===== config.mk =====
export PLATFORM = sky130hd
export DESIGN_NAME = apb_requester_mux_flat
export DESIGN_NICKNAME = d
export VERILOG_FILES = /design/src/rtl/apb_requester_mux_if.sv /design/src/rtl/apb_requester_mux.sv /design/src/flat_wrapper.sv
export SDC_FILE = /design/constraint.sdc
export NUM_CORES = 1
export LEC_CHECK = 0
export BUFFER_PORTS_ARGS = -buffer_cell sky130_fd_sc_hd__buf_2
export CORE_AREA = 2 2 126 128
export CTS_CLUSTER_DIAMETER = 120
export DETAILED_ROUTE_END_ITERATION = 10
export DIE_AREA = 0 0 128 130
export PLACE_DENSITY = 0.74
export SLEW_MARGIN = 25
export SYNTH_ARGS = -nofsm -noshare
export SYNTH_HDL_FRONTEND = slang
export SYNTH_SLANG_ARGS = --single-unit
export TNS_END_PERCENT = 30

===== constraint.sdc =====
create_clock -name PCLK -period 2.3 [get_ports PCLK]
set_input_delay 0.23 -clock PCLK [delete_from_list [all_inputs] [get_ports PCLK]]
set_output_delay 0.23 -clock PCLK [all_outputs]
set_load 0.005 [all_outputs]

===== src/rtl/apb_requester_mux_if.sv =====
// apb_requester_mux_if: request/response channel plus APB completer bus of the requester bridge
interface apb_requester_mux_if #(
  parameter int ADDR_WIDTH = 32,
  parameter int DATA_WIDTH = 32,
  parameter int COMP       = 4
);
  logic                       MVALID;
  logic                       MREADY;
  logic                       MWRITE;
  logic [ADDR_WIDTH-1:0]      MADDR;
  logic [DATA_WIDTH-1:0]      MWDATA;
  logic [DATA_WIDTH/8-1:0]    MSTRB;
  logic [2:0]                 MPROT;
  logic                       MRESP_VALID;
  logic                       MRESP_READY;
  logic [DATA_WIDTH-1:0]      MRDATA;
  logic                       MERR;
  logic [COMP-1:0]            PSELx;
  logic                       PENABLE;
  logic                       PWRITE;
  logic [ADDR_WIDTH-1:0]      PADDR;
  logic [DATA_WIDTH-1:0]      PWDATA;
  logic [DATA_WIDTH/8-1:0]    PSTRB;
  logic [2:0]                 PPROT;
  logic [COMP-1:0]            PREADY;
  logic [COMP-1:0]            PSLVERR;
  logic [COMP*DATA_WIDTH-1:0] PRDATA;
  modport master (
    output MVALID, MWRITE, MADDR, MWDATA, MSTRB, MPROT, MRESP_READY, PREADY, PSLVERR, PRDATA,
    input  MREADY, MRESP_VALID, MRDATA, MERR, PSELx, PENABLE, PWRITE, PADDR, PWDATA, PSTRB, PPROT
  );
  modport slave (
    input  MVALID, MWRITE, MADDR, MWDATA, MSTRB, MPROT, MRESP_READY, PREADY, PSLVERR, PRDATA,
    output MREADY, MRESP_VALID, MRDATA, MERR, PSELx, PENABLE, PWRITE, PADDR, PWDATA, PSTRB, PPROT
  );
endinterface


===== src/rtl/apb_requester_mux.sv =====
// apb_requester_mux: APB4 requester bridge with address decode over COMP completers; APB_REQUESTER_TIMEOUT_EN adds a wait-state timeout
module apb_requester_mux #(
  parameter int ADDR_WIDTH     = 32,
  parameter int DATA_WIDTH     = 32,
  parameter int COMP           = 4,
  parameter int REGION_BITS    = 12,
  parameter int TIMEOUT_CYCLES = 256
) (
  input logic PCLK,
  input logic PRESETn,
  apb_requester_mux_if.slave bus
);
  localparam int FW = $clog2(COMP);
  localparam int IW = FW > 0 ? FW : 1;
  localparam int SW = DATA_WIDTH / 8;
  typedef enum logic [1:0] {IDLE, SETUP, ACCESS, RESP} state_t;
  state_t state, state_n;
  logic                  wr, err, hit, p_rdy, p_err, tmo;
  logic [ADDR_WIDTH-1:0] addr;
  logic [DATA_WIDTH-1:0] wdata, rdata;
  logic [SW-1:0]         strb;
  logic [2:0]            prot;
  logic [IW-1:0]         idx, idx_d;
  assign idx_d = FW > 0 ? IW'(bus.MADDR >> REGION_BITS) : '0;
  assign hit   = ((bus.MADDR >> (REGION_BITS + FW)) == '0) && (32'(idx_d) < COMP);
  assign p_rdy = bus.PREADY[idx];
  assign p_err = bus.PSLVERR[idx];
`ifdef APB_REQUESTER_TIMEOUT_EN
  localparam int CW = $clog2(TIMEOUT_CYCLES + 1);
  logic [CW-1:0] cnt;
  // count wait states of the current access, restarting at each SETUP
  always_ff @(posedge PCLK or negedge PRESETn)
    if (!PRESETn) cnt <= '0;
    else if (state == SETUP) cnt <= '0;
    else if (state == ACCESS && !p_rdy) cnt <= cnt + CW'(1);
  assign tmo = state == ACCESS && !p_rdy && cnt == CW'(TIMEOUT_CYCLES - 1);
`else
  assign tmo = TIMEOUT_CYCLES < 0;
`endif
  // state register
  always_ff @(posedge PCLK or negedge PRESETn)
    if (!PRESETn) state <= IDLE;
    else state <= state_n;
  // next-state: decode errors skip the APB phases and go straight to RESP
  always_comb begin
    state_n = state;
    case (state)
      IDLE:    if (bus.MVALID) state_n = hit ? SETUP : RESP;
      SETUP:   state_n = ACCESS;
      ACCESS:  if (p_rdy || tmo) state_n = RESP;
      default: if (bus.MRESP_READY) state_n = IDLE;
    endcase
  end
  // capture the request on accept and the completion status when the access ends
  always_ff @(posedge PCLK or negedge PRESETn)
    if (!PRESETn) begin
      wr    <= 1'b0;
      addr  <= '0;
      wdata <= '0;
      strb  <= '0;
      prot  <= '0;
      idx   <= '0;
      err   <= 1'b0;
      rdata <= '0;
    end else if (state == IDLE && bus.MVALID) begin
      wr    <= bus.MWRITE;
      addr  <= bus.MADDR;
      wdata <= bus.MWDATA;
      strb  <= bus.MSTRB;
      prot  <= bus.MPROT;
      idx   <= idx_d;
      err   <= !hit;
      rdata <= '0;
    end else if (state == ACCESS && p_rdy) begin
      err   <= p_err;
      rdata <= (!wr && !p_err) ? bus.PRDATA[32'(idx)*DATA_WIDTH +: DATA_WIDTH] : '0;
    end else if (tmo) begin
      err   <= 1'b1;
      rdata <= '0;
    end
  assign bus.MREADY      = state == IDLE && PRESETn;
  assign bus.MRESP_VALID = state == RESP;
  assign bus.MRDATA      = rdata;
  assign bus.MERR        = err;
  assign bus.PSELx       = (state == SETUP || state == ACCESS) ? COMP'(1) << idx : '0;
  assign bus.PENABLE     = state == ACCESS;
  assign bus.PWRITE      = wr;
  assign bus.PADDR       = addr;
  assign bus.PWDATA      = wdata;
  assign bus.PSTRB       = wr ? strb : '0;
  assign bus.PPROT       = prot;
endmodule


===== src/flat_wrapper.sv =====
// flat-port wrapper written by rule: the top's interface ports become plain ports
module apb_requester_mux_flat 
#(
  parameter int ADDR_WIDTH     = 32,
  parameter int DATA_WIDTH     = 32,
  parameter int COMP           = 4,
  parameter int REGION_BITS    = 12,
  parameter int TIMEOUT_CYCLES = 256
)
  (PCLK, PRESETn, bus_MVALID, bus_MWRITE, bus_MADDR, bus_MWDATA, bus_MSTRB, bus_MPROT, bus_MRESP_READY, bus_PREADY, bus_PSLVERR, bus_PRDATA, bus_MREADY, bus_MRESP_VALID, bus_MRDATA, bus_MERR, bus_PSELx, bus_PENABLE, bus_PWRITE, bus_PADDR, bus_PWDATA, bus_PSTRB, bus_PPROT);
  apb_requester_mux_if #(.ADDR_WIDTH(ADDR_WIDTH), .DATA_WIDTH(DATA_WIDTH), .COMP(COMP)) bus_i ();
  input logic PCLK;
  input logic PRESETn;
  input wire logic [$bits(bus_i.MVALID)-1:0] bus_MVALID;
  input wire logic [$bits(bus_i.MWRITE)-1:0] bus_MWRITE;
  input wire logic [$bits(bus_i.MADDR)-1:0] bus_MADDR;
  input wire logic [$bits(bus_i.MWDATA)-1:0] bus_MWDATA;
  input wire logic [$bits(bus_i.MSTRB)-1:0] bus_MSTRB;
  input wire logic [$bits(bus_i.MPROT)-1:0] bus_MPROT;
  input wire logic [$bits(bus_i.MRESP_READY)-1:0] bus_MRESP_READY;
  input wire logic [$bits(bus_i.PREADY)-1:0] bus_PREADY;
  input wire logic [$bits(bus_i.PSLVERR)-1:0] bus_PSLVERR;
  input wire logic [$bits(bus_i.PRDATA)-1:0] bus_PRDATA;
  output wire logic [$bits(bus_i.MREADY)-1:0] bus_MREADY;
  output wire logic [$bits(bus_i.MRESP_VALID)-1:0] bus_MRESP_VALID;
  output wire logic [$bits(bus_i.MRDATA)-1:0] bus_MRDATA;
  output wire logic [$bits(bus_i.MERR)-1:0] bus_MERR;
  output wire logic [$bits(bus_i.PSELx)-1:0] bus_PSELx;
  output wire logic [$bits(bus_i.PENABLE)-1:0] bus_PENABLE;
  output wire logic [$bits(bus_i.PWRITE)-1:0] bus_PWRITE;
  output wire logic [$bits(bus_i.PADDR)-1:0] bus_PADDR;
  output wire logic [$bits(bus_i.PWDATA)-1:0] bus_PWDATA;
  output wire logic [$bits(bus_i.PSTRB)-1:0] bus_PSTRB;
  output wire logic [$bits(bus_i.PPROT)-1:0] bus_PPROT;
  assign bus_i.MVALID = bus_MVALID;
  assign bus_i.MWRITE = bus_MWRITE;
  assign bus_i.MADDR = bus_MADDR;
  assign bus_i.MWDATA = bus_MWDATA;
  assign bus_i.MSTRB = bus_MSTRB;
  assign bus_i.MPROT = bus_MPROT;
  assign bus_i.MRESP_READY = bus_MRESP_READY;
  assign bus_i.PREADY = bus_PREADY;
  assign bus_i.PSLVERR = bus_PSLVERR;
  assign bus_i.PRDATA = bus_PRDATA;
  assign bus_MREADY = bus_i.MREADY;
  assign bus_MRESP_VALID = bus_i.MRESP_VALID;
  assign bus_MRDATA = bus_i.MRDATA;
  assign bus_MERR = bus_i.MERR;
  assign bus_PSELx = bus_i.PSELx;
  assign bus_PENABLE = bus_i.PENABLE;
  assign bus_PWRITE = bus_i.PWRITE;
  assign bus_PADDR = bus_i.PADDR;
  assign bus_PWDATA = bus_i.PWDATA;
  assign bus_PSTRB = bus_i.PSTRB;
  assign bus_PPROT = bus_i.PPROT;
  apb_requester_mux #(.ADDR_WIDTH(ADDR_WIDTH), .DATA_WIDTH(DATA_WIDTH), .COMP(COMP), .REGION_BITS(REGION_BITS), .TIMEOUT_CYCLES(TIMEOUT_CYCLES)) u_core (.PCLK(PCLK), .PRESETn(PRESETn), .bus(bus_i));
endmodule

==> results by group <==
Synth
  • Primary FF master, synth: dfrtp_1
  • Synth Instances: 377
  • Post-synth EDFFs: 0
  • Yosys reg bits: 107
  • Synth Area per Inst: 13.6 µm²
  • Post-synth cell types: 29
  • Synth Net Count: 594
  • Yosys warns: 0
  • Asr flop ratio synth: 100%
  • Syn Std Cell Area: 5120 µm²
  • Register area share after synthesis: 52.3%

Final layout
  • P&R area growth vs syn: 43.0%
  • Final Net Count: 914
  • FILL cells: 1439
  • Share of layout cells above drive strength 1: 65.2%
  • Finished Cell Area: 7320 µm²
  • Commonest non-fill, non-tap cell in the layout: buf_2
  • Commonest cells after routing, fill and taps aside: buf_2 (322), dfrtp_1 (106), mux2_2 (72), nand2_1 (36), mux4_2 (34)

Clock network
  • Clock buffer depth: 2
  • CTS sink count: 107
  • CTS tree: built
  • Worst-skew pair later-pin latency: 340 ps
  • CTS Buf Count: 9
  • Root Buffer Master: clkbuf_16
  • Clk pin slew, worst setup/hold paths: 70 ps
  • H-tree levels: 3

Critical path
  • CP Class: reg -> reg
  • Crit path largest cell delay: 550 ps
  • WP buf/inv: 1
  • CP max stage cell: mux4_2
  • CP cell instances: mux4_2 -> or3_1 -> buf_4 -> nand2b_1 -> o21ai_0
  • Critical path startpoint category: register
  • Critical Path RT: 2550 ps
  • CP max FO: 25
  • Top delay family on crit path: multiplexers
  • CP endpoint kind: register
  • CP arrival: 2260 ps

Power and ir drop
  • Pwr Total: 9.30 mW
  • Pwr/cell area: 1270 nW/µm²
  • Static leakage: 3.65 nW
  • Maximum VDD drop: 804 µV

Global routing
  • Vias in the first global route: 4274
  • GRT Resource Usage Total: 17.1%
  • First-pass GRT wire length: 21.8 mm
  • Largest net degree at the start of global routing: 108
  • GRT Residual Overflow: 0
  • Initial antenna violation count: 1

Route
  • Vias: 4240
  • DR DRC count: 0
  • DRT iter0 DRCs: 172
  • Routed vias/inst: 4.74
  • Antenna-violating nets left: 0
  • Drt pass-1 iters: 4
  • DRT Wirelength: 14.8 mm
  • WL/cell: 16.5 µm

Placement
  • # port buffers: 323
  • Area of placed instances: 6980 µm²
  • Placer Congestion: 0.793
  • Final HPWL DP: 11.7 mm

Floorplanning
  • IO Count: 324
  • Core box area: 15400 µm²
  • Die span in x: 128 µm
  • Die H: 130 µm
  • DIE AREA: 16600 µm²
  • Row count: 46
  • Initial Util: 33.2%

STA
  • Total count of max-transition violations in the final report: 0
  • Min Tclk post-route: 2010 ps
  • Setup TNS: 0 ps
  • Max Freq: 497 MHz
  • RSZ-0062 raised after global routing: no
  • Setup violators final: 0
  • Relative slew margins: 57.3%
  • Period Utilization, post-route: 87.4%
  • Worst-margin pin slew: 641 ps
  • Clk_skew: 6.71 ps
  • Final hold viol count: 0

Min path
  • Worst Hold Class: in -> reg

Run status
  • Outcome: finished, final reports clean

Flow run
  • Max-cap viol count: 0
## path summary, 6_finish.rpt
check	slack, ps	from	to	depth (start not counted)
max	290	u_core.idx[0]$_DFFE_PN0P_	u_core.bus.MRDATA[11]$_DFFE_PN0P_	5
min	110	bus_MWDATA[31]	u_core.bus.PWDATA[31]$_DFFE_PN0P_	2
max reg2reg	290	u_core.idx[0]$_DFFE_PN0P_	u_core.bus.MRDATA[11]$_DFFE_PN0P_	5
min reg2reg	480	u_core.bus.MRDATA[3]$_DFFE_PN0P_	u_core.bus.MRDATA[3]$_DFFE_PN0P_	2
max in group asynchronous	1240	PRESETn	u_core.idx[0]$_DFFE_PN0P_	3
min in group asynchronous	470	PRESETn	u_core.bus.PADDR[23]$_DFFE_PN0P_	3
## repair_timing
item,4_1_cts,5_1_grt
resized for setup,0,0
hold buffers,1,0
buffers inserted,0,0
endpoints found under the setup margin,0,0
endpoints found under the hold margin,18,0
## metrics by stage
step	std cells	worst slack, ps	util [%]	hold slack [ps]
after floorplan	377	287	-	-65.6
after global placement	877	355	45.3	374
after detailed placement	877	280	45.3	376
after CTS	894	272	47.4	92.6
after global routing	894	105	47.4	96.2
final	895	289	47.4	110
## area by class of cell
type | count | area [µm²] | area share (%)
inverters | 11 | 41.3 | 0.564
clock inverters | 7 | 97.6 | 1.33
flip-flops and latches | 107 | 2680 | 36.6
well taps | 192 | 240 | 3.28
repair buffers | 333 | 1730 | 23.7
clock buffers | 9 | 225 | 3.08
multi-input cells | 235 | 2300 | 31.4
diodes | 1 | 2.50 | 0.0342
## state kept, by name, summed over array words and instances (netlist names)
signal / cells
u_core.bus.MRDATA: 32
u_core.bus.PWDATA: 32
u_core.bus.PADDR: 31
u_core.strb: 4
u_core.bus.PPROT: 3
u_core.state: 2
u_core.bus.MERR: 1
u_core.bus.PWRITE: 1
u_core.idx: 1
## logic make-up after synthesis
kind of cell / Yosys count / share of synthesized area (%)
compound gates: 39 / 3.94
fa+ha+maj: 5 / 1.22
mux: 108 / 31.2
flops: 107 / 52.3
simple gates: 83 / 8.29
buf+inv: 35 / 3.01
## layer usage
metal / vias to the layer above / GRT usage, % / wire, µm
met3: 16 / 4.63 / 1270
met5: - / 0 / 0
met1: 2045 / 20.3 / 5740
li1: 1992 / - / -
met4: 0 / 5.82 / 235
met2: 187 / 30.4 / 7500
## where the power goes
part	switching [mW]	internal (mW)
Combinational	1.92	2.40
Sequential	0.493	2.81
Clock	0.715	0.961
## Yosys cell counts, drive strengths merged (4+ instances only)
master / instances / share of area, %
nand2: 36 / 2.6
and2: 6 / 0.73
o21ai: 35 / 3.4
buf: 13 / 1.3
ha: 5 / 1.2
nand2b: 25 / 3.1
inv: 11 / 0.81
clkbuf: 11 / 0.86
mux4: 34 / 15
nor2: 4 / 0.29
nor4: 4 / 0.49
mux2: 72 / 16
dfrtp: 107 / 52
No activity file was read; power rests on OpenSTA's default activity.
